### src/rtl/alu_pipe.sv
`default_nettype none
// ============================================================================
// Module   : alu_pipe
// Purpose  : Registered ALU with valid/ready handshake and iterative MUL.
// Revision : 1.0
// ============================================================================
module alu_pipe #(
    parameter int WIDTH  = 16,
    parameter bit MUL_EN = 1'b1
) (
    input  logic             clk,
    input  logic             reset,
    input  logic             in_valid,
    output logic             in_ready,
    input  logic [WIDTH-1:0] ain,
    input  logic [WIDTH-1:0] bin,
    input  logic [2:0]       aluop,
    output logic             out_valid,
    input  logic             out_ready,
    output logic [WIDTH-1:0] out,
    output logic             z,
    output logic             n,
    output logic             c,
    output logic             v
);

    localparam int            CW     = $clog2(WIDTH);
    localparam logic [CW-1:0] c_LAST = CW'(WIDTH - 1);
    localparam logic [2:0]    c_OP_MUL = 3'b110;

    typedef enum logic [1:0] {
        S_IDLE = 2'd0,
        S_MUL  = 2'd1,
        S_HOLD = 2'd2
    } state_t;

    state_t             state_q;
    logic [WIDTH-1:0]   out_q;
    logic               z_q, n_q, c_q, v_q, valid_q;
    logic [2*WIDTH-1:0] a_q;
    logic [WIDTH-1:0]   b_q;
    logic [2*WIDTH-1:0] acc_q;
    logic [CW-1:0]      cnt_q;

    logic [WIDTH:0]     sum_d, diff_d;
    logic [WIDTH-1:0]   res_d;
    logic               c_d, v_d;
    logic [2*WIDTH-1:0] prod_d;
    logic               accept_d, start_mul_d, load_d;

    assign out       = out_q;
    assign z         = z_q;
    assign n         = n_q;
    assign c         = c_q;
    assign v         = v_q;
    assign out_valid = valid_q;

    always_comb begin
        case (state_q)
            S_IDLE:  in_ready = 1'b1;
            S_HOLD:  in_ready = out_ready;
            default: in_ready = 1'b0;
        endcase
    end

    assign accept_d    = in_valid & in_ready;
    assign start_mul_d = accept_d & MUL_EN & (aluop == c_OP_MUL);
    assign load_d      = accept_d & ~start_mul_d;

    always_comb begin
        sum_d  = {1'b0, ain} + {1'b0, bin};
        diff_d = {1'b0, ain} - {1'b0, bin};
        res_d  = '0;
        c_d    = 1'b0;
        v_d    = 1'b0;
        case (aluop)
            3'b000: begin
                res_d = sum_d[WIDTH-1:0];
                c_d   = sum_d[WIDTH];
                v_d   = (ain[WIDTH-1] == bin[WIDTH-1]) && (sum_d[WIDTH-1] != ain[WIDTH-1]);
            end
            3'b001: begin
                res_d = diff_d[WIDTH-1:0];
                c_d   = diff_d[WIDTH];
                v_d   = (ain[WIDTH-1] != bin[WIDTH-1]) && (diff_d[WIDTH-1] != ain[WIDTH-1]);
            end
            3'b010:  res_d = ain & bin;
            3'b011:  res_d = ~bin;
            3'b100:  res_d = ain | bin;
            3'b101:  res_d = ain ^ bin;
            3'b111:  res_d = ain;
            // Opcode 110 only reaches this path when the multiplier is disabled.
            default: res_d = '0;
        endcase
    end

    assign prod_d = acc_q + (b_q[cnt_q] ? (a_q << cnt_q) : '0);

    always_ff @(posedge clk or posedge reset) begin
        if (reset) begin
            state_q <= S_IDLE;
            out_q   <= '0;
            z_q     <= 1'b0;
            n_q     <= 1'b0;
            c_q     <= 1'b0;
            v_q     <= 1'b0;
            valid_q <= 1'b0;
            a_q     <= '0;
            b_q     <= '0;
            acc_q   <= '0;
            cnt_q   <= '0;
        end else if (load_d) begin
            out_q   <= res_d;
            z_q     <= (res_d == '0);
            n_q     <= res_d[WIDTH-1];
            c_q     <= c_d;
            v_q     <= v_d;
            valid_q <= 1'b1;
            state_q <= S_HOLD;
        end else if (start_mul_d) begin
            a_q     <= {{WIDTH{1'b0}}, ain};
            b_q     <= bin;
            acc_q   <= '0;
            cnt_q   <= '0;
            valid_q <= 1'b0;
            state_q <= S_MUL;
        end else begin
            case (state_q)
                S_MUL: begin
                    acc_q <= prod_d;
                    cnt_q <= cnt_q + CW'(1);
                    if (cnt_q == c_LAST) begin
                        out_q   <= prod_d[WIDTH-1:0];
                        z_q     <= (prod_d[WIDTH-1:0] == '0);
                        n_q     <= prod_d[WIDTH-1];
                        c_q     <= |prod_d[2*WIDTH-1:WIDTH];
                        v_q     <= |prod_d[2*WIDTH-1:WIDTH];
                        valid_q <= 1'b1;
                        state_q <= S_HOLD;
                    end
                end
                S_HOLD: begin
                    // Reaching here with out_ready high means no new op arrived.
                    if (out_ready) begin
                        valid_q <= 1'b0;
                        state_q <= S_IDLE;
                    end
                end
                default: state_q <= S_IDLE;
            endcase
        end
    end

endmodule
`default_nettype wire
### config.mk
export PLATFORM = sky130hd
export DESIGN_NAME = alu_pipe
export DESIGN_NICKNAME = d
export VERILOG_FILES = /design/src/rtl/alu_pipe.sv
export SDC_FILE = /design/constraint.sdc
export NUM_CORES = 1
export LEC_CHECK = 0
export CORE_ASPECT_RATIO = 1.2
export CORE_MARGIN = 8
export CORE_UTILIZATION = 40
export DETAILED_ROUTE_END_ITERATION = 8
export GPL_TIMING_DRIVEN = 0
export SETUP_SLACK_MARGIN = 0.2
export SYNTH_ARGS = -nofsm -noshare
export SYNTH_HDL_FRONTEND = slang
export SYNTH_SLANG_ARGS = --single-unit
### constraint.sdc
create_clock -name clk -period 5.98 [get_ports clk]
set_input_delay 1.196 -clock clk [delete_from_list [all_inputs] [get_ports clk]]
set_output_delay 1.196 -clock clk [all_outputs]
set_load 0.02 [all_outputs]
Yosys cells after proc, flatten, opt, wreduce, memory -nomap -nowiden:

Index checks and enable logic that the tools add are counted.

* flip-flop bits (word level): 91
* input port bits: 39
* output and inout port bits: 22
* logic and storage cells: 97

* $add $sub $neg: 4
* $lt $le $gt $ge: 1
* equal/unequal tests: 17
* shift-type cells: 1
* muxes and demuxes: 38
* bitwise gates (word level): 9
* reductions and logical operators: 16

Operators with widths (count)
* $pmux 16 s7: 1
* $mux 32: 3
* $mux 16: 4
* $add 32x32->32: 1
* $logic_not 16->1: 2
* $shl 16x4->32: 1
* $mux 1: 18
* $add 16x16->17: 1
* $sub 16x16->17: 1
* $and 16x16->16: 1
* $not 16->16: 1
* $or 16x16->16: 1
* $reduce_or 16->1: 1
* $xor 16x16->16: 1
* $eq 3x3->1 const B: 4
* $mux 2: 4
* $mux 4: 2
* $ne 4x4->1 const B: 2
* $pmux 1 s2: 4
* $eq 3x2->1 const B: 2
* $reduce_and 2->1: 3
* $reduce_and 3->1: 2
* $reduce_bool 2->1: 3
* $lt 4x5->1 const B: 1
* other kinds (16): 22

Longest topological paths before layout:

* word-level depth: 9
* gate-level depth with buffers: 22
* mapped depth without buffers: 19

Worst setup path before layout:

Ideal clock, no wire load.

* kind: reg2reg
* start: reg cnt_q[1]
* end: reg c_q, in the netlist c
* setup time: 0.144 ns
* data arrival time: 4.466 ns
* data required time: 5.836 ns
* slack: 1.370 ns
* cell stages (with the launch flop): 20
* buffers on the path: 3
* period minus slack after synthesis: 4.610 ns
* path through: dfrtp_1 clkbuf_1 mux4_2 o21ai_0 o21bai_1 and2_0 clkbuf_1 nor2_1 ha_1 clkbuf_1 nand4_1 o32ai_1 a31oi_1 nor2b_1 o21bai_1 xor2_1 nor4_2 nand4_1 o41ai_2 o211ai_1

* word-level cells in the longest chain between the ends: 9
* elaborated cells between the ends (all ways): 13
* those cells by class: add/sub (1); eq/ne (1); shift (1); mux (7); reduce/logical (3)

RTL lines
* start, declared: line 43 `logic [CW-1:0] cnt_q;`
* start signal, assigned: line 131 `cnt_q <= cnt_q + CW'(1);`
* $bmux 1 s4: line 97 `assign prod_d = acc_q + (b_q[cnt_q] ? (a_q << cnt_q) : '0);`
* $mux 1 (not written as such): line 97
* $mux 32: line 97
* $add 32x32->32: line 97
* $reduce_or 16->1: line 136 `c_q <= |prod_d[2*WIDTH-1:WIDTH];`
* $mux 1: line 132 `if (cnt_q == c_LAST) begin`
* $mux 1: line 128 `case (state_q)`
* $mux 1: line 120 `end else if (start_mul_d) begin`
* $mux 1: line 112 `end else if (load_d) begin`
* end signal, assigned: line 136
* end, declared: line 39 `logic z_q, n_q, c_q, v_q, valid_q;`

Several ways; a longest one is shown, not always the timed one. The select of a mux whose other input is x is not followed.
A chain may end at the register's enable or synchronous reset.

Worst setup path in the final report:

Ends and elaborated chain as after synthesis.

==> flow_summary.toml <==
[finish]
drive_above_1_share_pct = 5.878
nNetsFinal = 1345
syn_to_final_growth_pct = 14.95
fill_cells = 2251
regArea_um2 = 2252
antennaDiodeCount = 0
multi_input_area_um2 = 6196
final_core_util_pct = 46.35

[timing]
fin_crit_sh_pct = 90.30
setup_ws_ps = 580.3
fmax_ghz = 0.1852
slew_headroom_pct = 28.75
tightest_slew_ps = 1065
clock_skew_ps = 18.20
finalWorstPathRequiredPeriod_ps = 5400
hold_viol = 0
rsz0062_at_grt = "no"
setup_viol = 0
drv_slew = 0
fin_tns_setup_ps = 0

[synth]
synth.distinct_cells = 84
synth_most_common_cell = "nand2_1"
netlist_area_um2 = 8930
syn_nets = 1272
yosysTopAreaCellShare_pct = 25.22
yosysSeqAreaShare_pct = 25.22
synthTopCellsByCount = "nand2_1, nor2_1, o21ai_0, a21oi_1, dfrtp_1"
synth_largest_area_cell = "dfrtp_1"
synthFlopType = "dfrtp_1"
synth.area.top_cells = "dfrtp_1, ha_1, nand2_1"
synth_cells = 1147
synth_edf_count = 0
synth_warnings = 0
synth_seq_cells = 90
syn_avg_cell_area_um2 = 7.785
synthArstFlopShare_pct = 100.0

[worst_setup_path]
required_ps = 6210
worstPathMaxFanout = 10
reg2reg_slack_ps = 580
cp.arrival_ps = 5630
crit_type = "flop to flop"
start_kind = "flop"
crit_path_end_kind = "flop"

[power_and_ir_drop]
peakVddDrop_v = 0.0002009
power.density_nw_per_um2 = 377.3
p_leak_nw = 4.579

[clocking]
worstSkewPairLatency_ps = 360
cts_sinks = 90
cts.root.buffer_cell = "clkbuf_16"
path_clk_slew_ps = 80
postCtsHoldBufs = 0
cts_tree = "built"
numCtsBuffers = 9
cts-root-to-sink-buffers = 2
htreeDepth = 3

[grt]
grt_start_max_net_pins = 48
antenna_found_initial = 0
grt.total_usage_pct = 22.25
grt_pass1_wl_mm = 49.16
grt_pass1_vias = 8926
grt_remaining_overflow = 0

[floorplan]
die_h_um = 179.7
core.rowCount = 60
start_util_pct = 40.32
coreArea_um2 = 22150
ios = 61
die-area_um2 = 27380
fp.dieW_um = 152.4

[route]
wl_mm = 30.97
ant_nets = 0
first_pass_iters = 5
route.detailed.drc = 0
via_count = 8925
wl_per_cell_um = 20.59
drtIter0Drc = 566
viasPerCell = 5.934

[min_path]
min_path_type = "flop to flop"

[place]
io_buffers = 60
finalWeightedCongestion = 0.9810
pre_cts_ws_ps = -356.0
hpwlAfterDp_mm = 25.25

[run]
cap_viol_max_count = 0

[run_status]
status = "finished, final reports clean"
[flip-flops by register name (all words and copies together), names as in the netlist]
name and count:
a_q 16, out 16, cnt_q 4, c 1, z 1, v 1, b_q 16, acc_q 32
out_valid 1, state_q 2
[layout make-up]
class,instances,area share (%)
Buffer,67,2.669
Inverter,62,2.328
Clock buffer,9,2.194
Multi-Input combinational cell,928,60.36
Sequential cell,90,21.94
Tap cell,279,3.401
Clock inverter,7,0.9142
Timing Repair Buffer,62,6.192
[worst max-delay path: stages, from the launching register on]
cell and delay, ps:
dfrtp_1 350, clkbuf_2 280, mux4_2 380, o21ai_1 360, o21bai_1 320, and2_0 340
clkbuf_2 260, nor2_1 80, ha_1 270, buf_2 180, a21oi_1 120, o21ai_1 320
nor3_1 130, o211ai_1 110, nand2_1 210, o31a_1 340, a211oi_1 360, nand4_1 210
o41ai_4 360, buf_4 210, o211ai_1 90
[cells by family (layout without fill, tap and decap cells)]
family / count (synthesis) / count (layout) / synth area share, %
compound gates: 393 / 393 / 29.12
simple gates: 373 / 373 / 18.92
buf+inv: 129 / 207 / 5.591
flops: 90 / 90 / 25.22
fa+ha+maj: 86 / 86 / 12.30
xor+xnor: 41 / 41 / 4.021
mux: 35 / 35 / 4.834
[timing repair]
action | CTS | global route
gates resized for setup | 6 | 7
pin swaps | 0 | 1
setup endpoints to repair | 2 | 2
setup buffers | 0 | 1
[cell usage in the layout (no fill, tap or decap), drive strengths merged, types with 11 or more instances in the layout]
cell,instances
mux2i,24
nand2,139
a22o,25
dfrtp,90
nor2,109
clkbuf,60
a221oi,11
inv,64
o211ai,11
a22oi,12
clkdlybuf4s50,60
a21o,18
nand4,18
buf,18
o21ai,109
nand3,24
a211oi,23
xnor2,24
a21oi,94
nor3,22
xor2,17
ha,83
[power by group]
group / switching (W) / total (W) / internal, W
clock network: 0.000285 / 0.000622 / 0.000337
logic: 0.00143 / 0.00228 / 0.000844
registers: 0.000155 / 0.000975 / 0.000820
total: 0.00187 / 0.00387 / 0.00200
[layer usage]
metal	GRT usage (%)	part of all wire, %	up-vias
met2	42.46	52	241
li1	-	-	4317
met5	0	0	-
met1	24.82	41	4310
met4	8.730	3.5	0
met3	2.135	3.1	57
[worst paths after layout]
| kind | start | to | cells after the start |
|---|---|---|---|
| max in group asynchronous | reset | acc_q[9] | 3 |
| min reg2reg | b_q[6] | b_q[6] | 2 |
| max | cnt_q[1] | c | 20 |
| min | b_q[6] | b_q[6] | 2 |
| min in group asynchronous | reset | acc_q[31] | 2 |
| max reg2reg | cnt_q[1] | c | 20 |
[per-stage QoR]
step	hold slack (ps)	total power, W	area, µm²	instances
after floorplan	444.6	0.002488	8930	1147
after global placement	456.8	0.003205	9879	1486
after detailed placement	465.8	0.003211	9910	1487
after CTS	480.5	0.003853	10250	1503
after global routing	509.6	0.004134	10260	1504
final	477.4	0.003873	10260	1504
(Power assumes the default switching activity.)
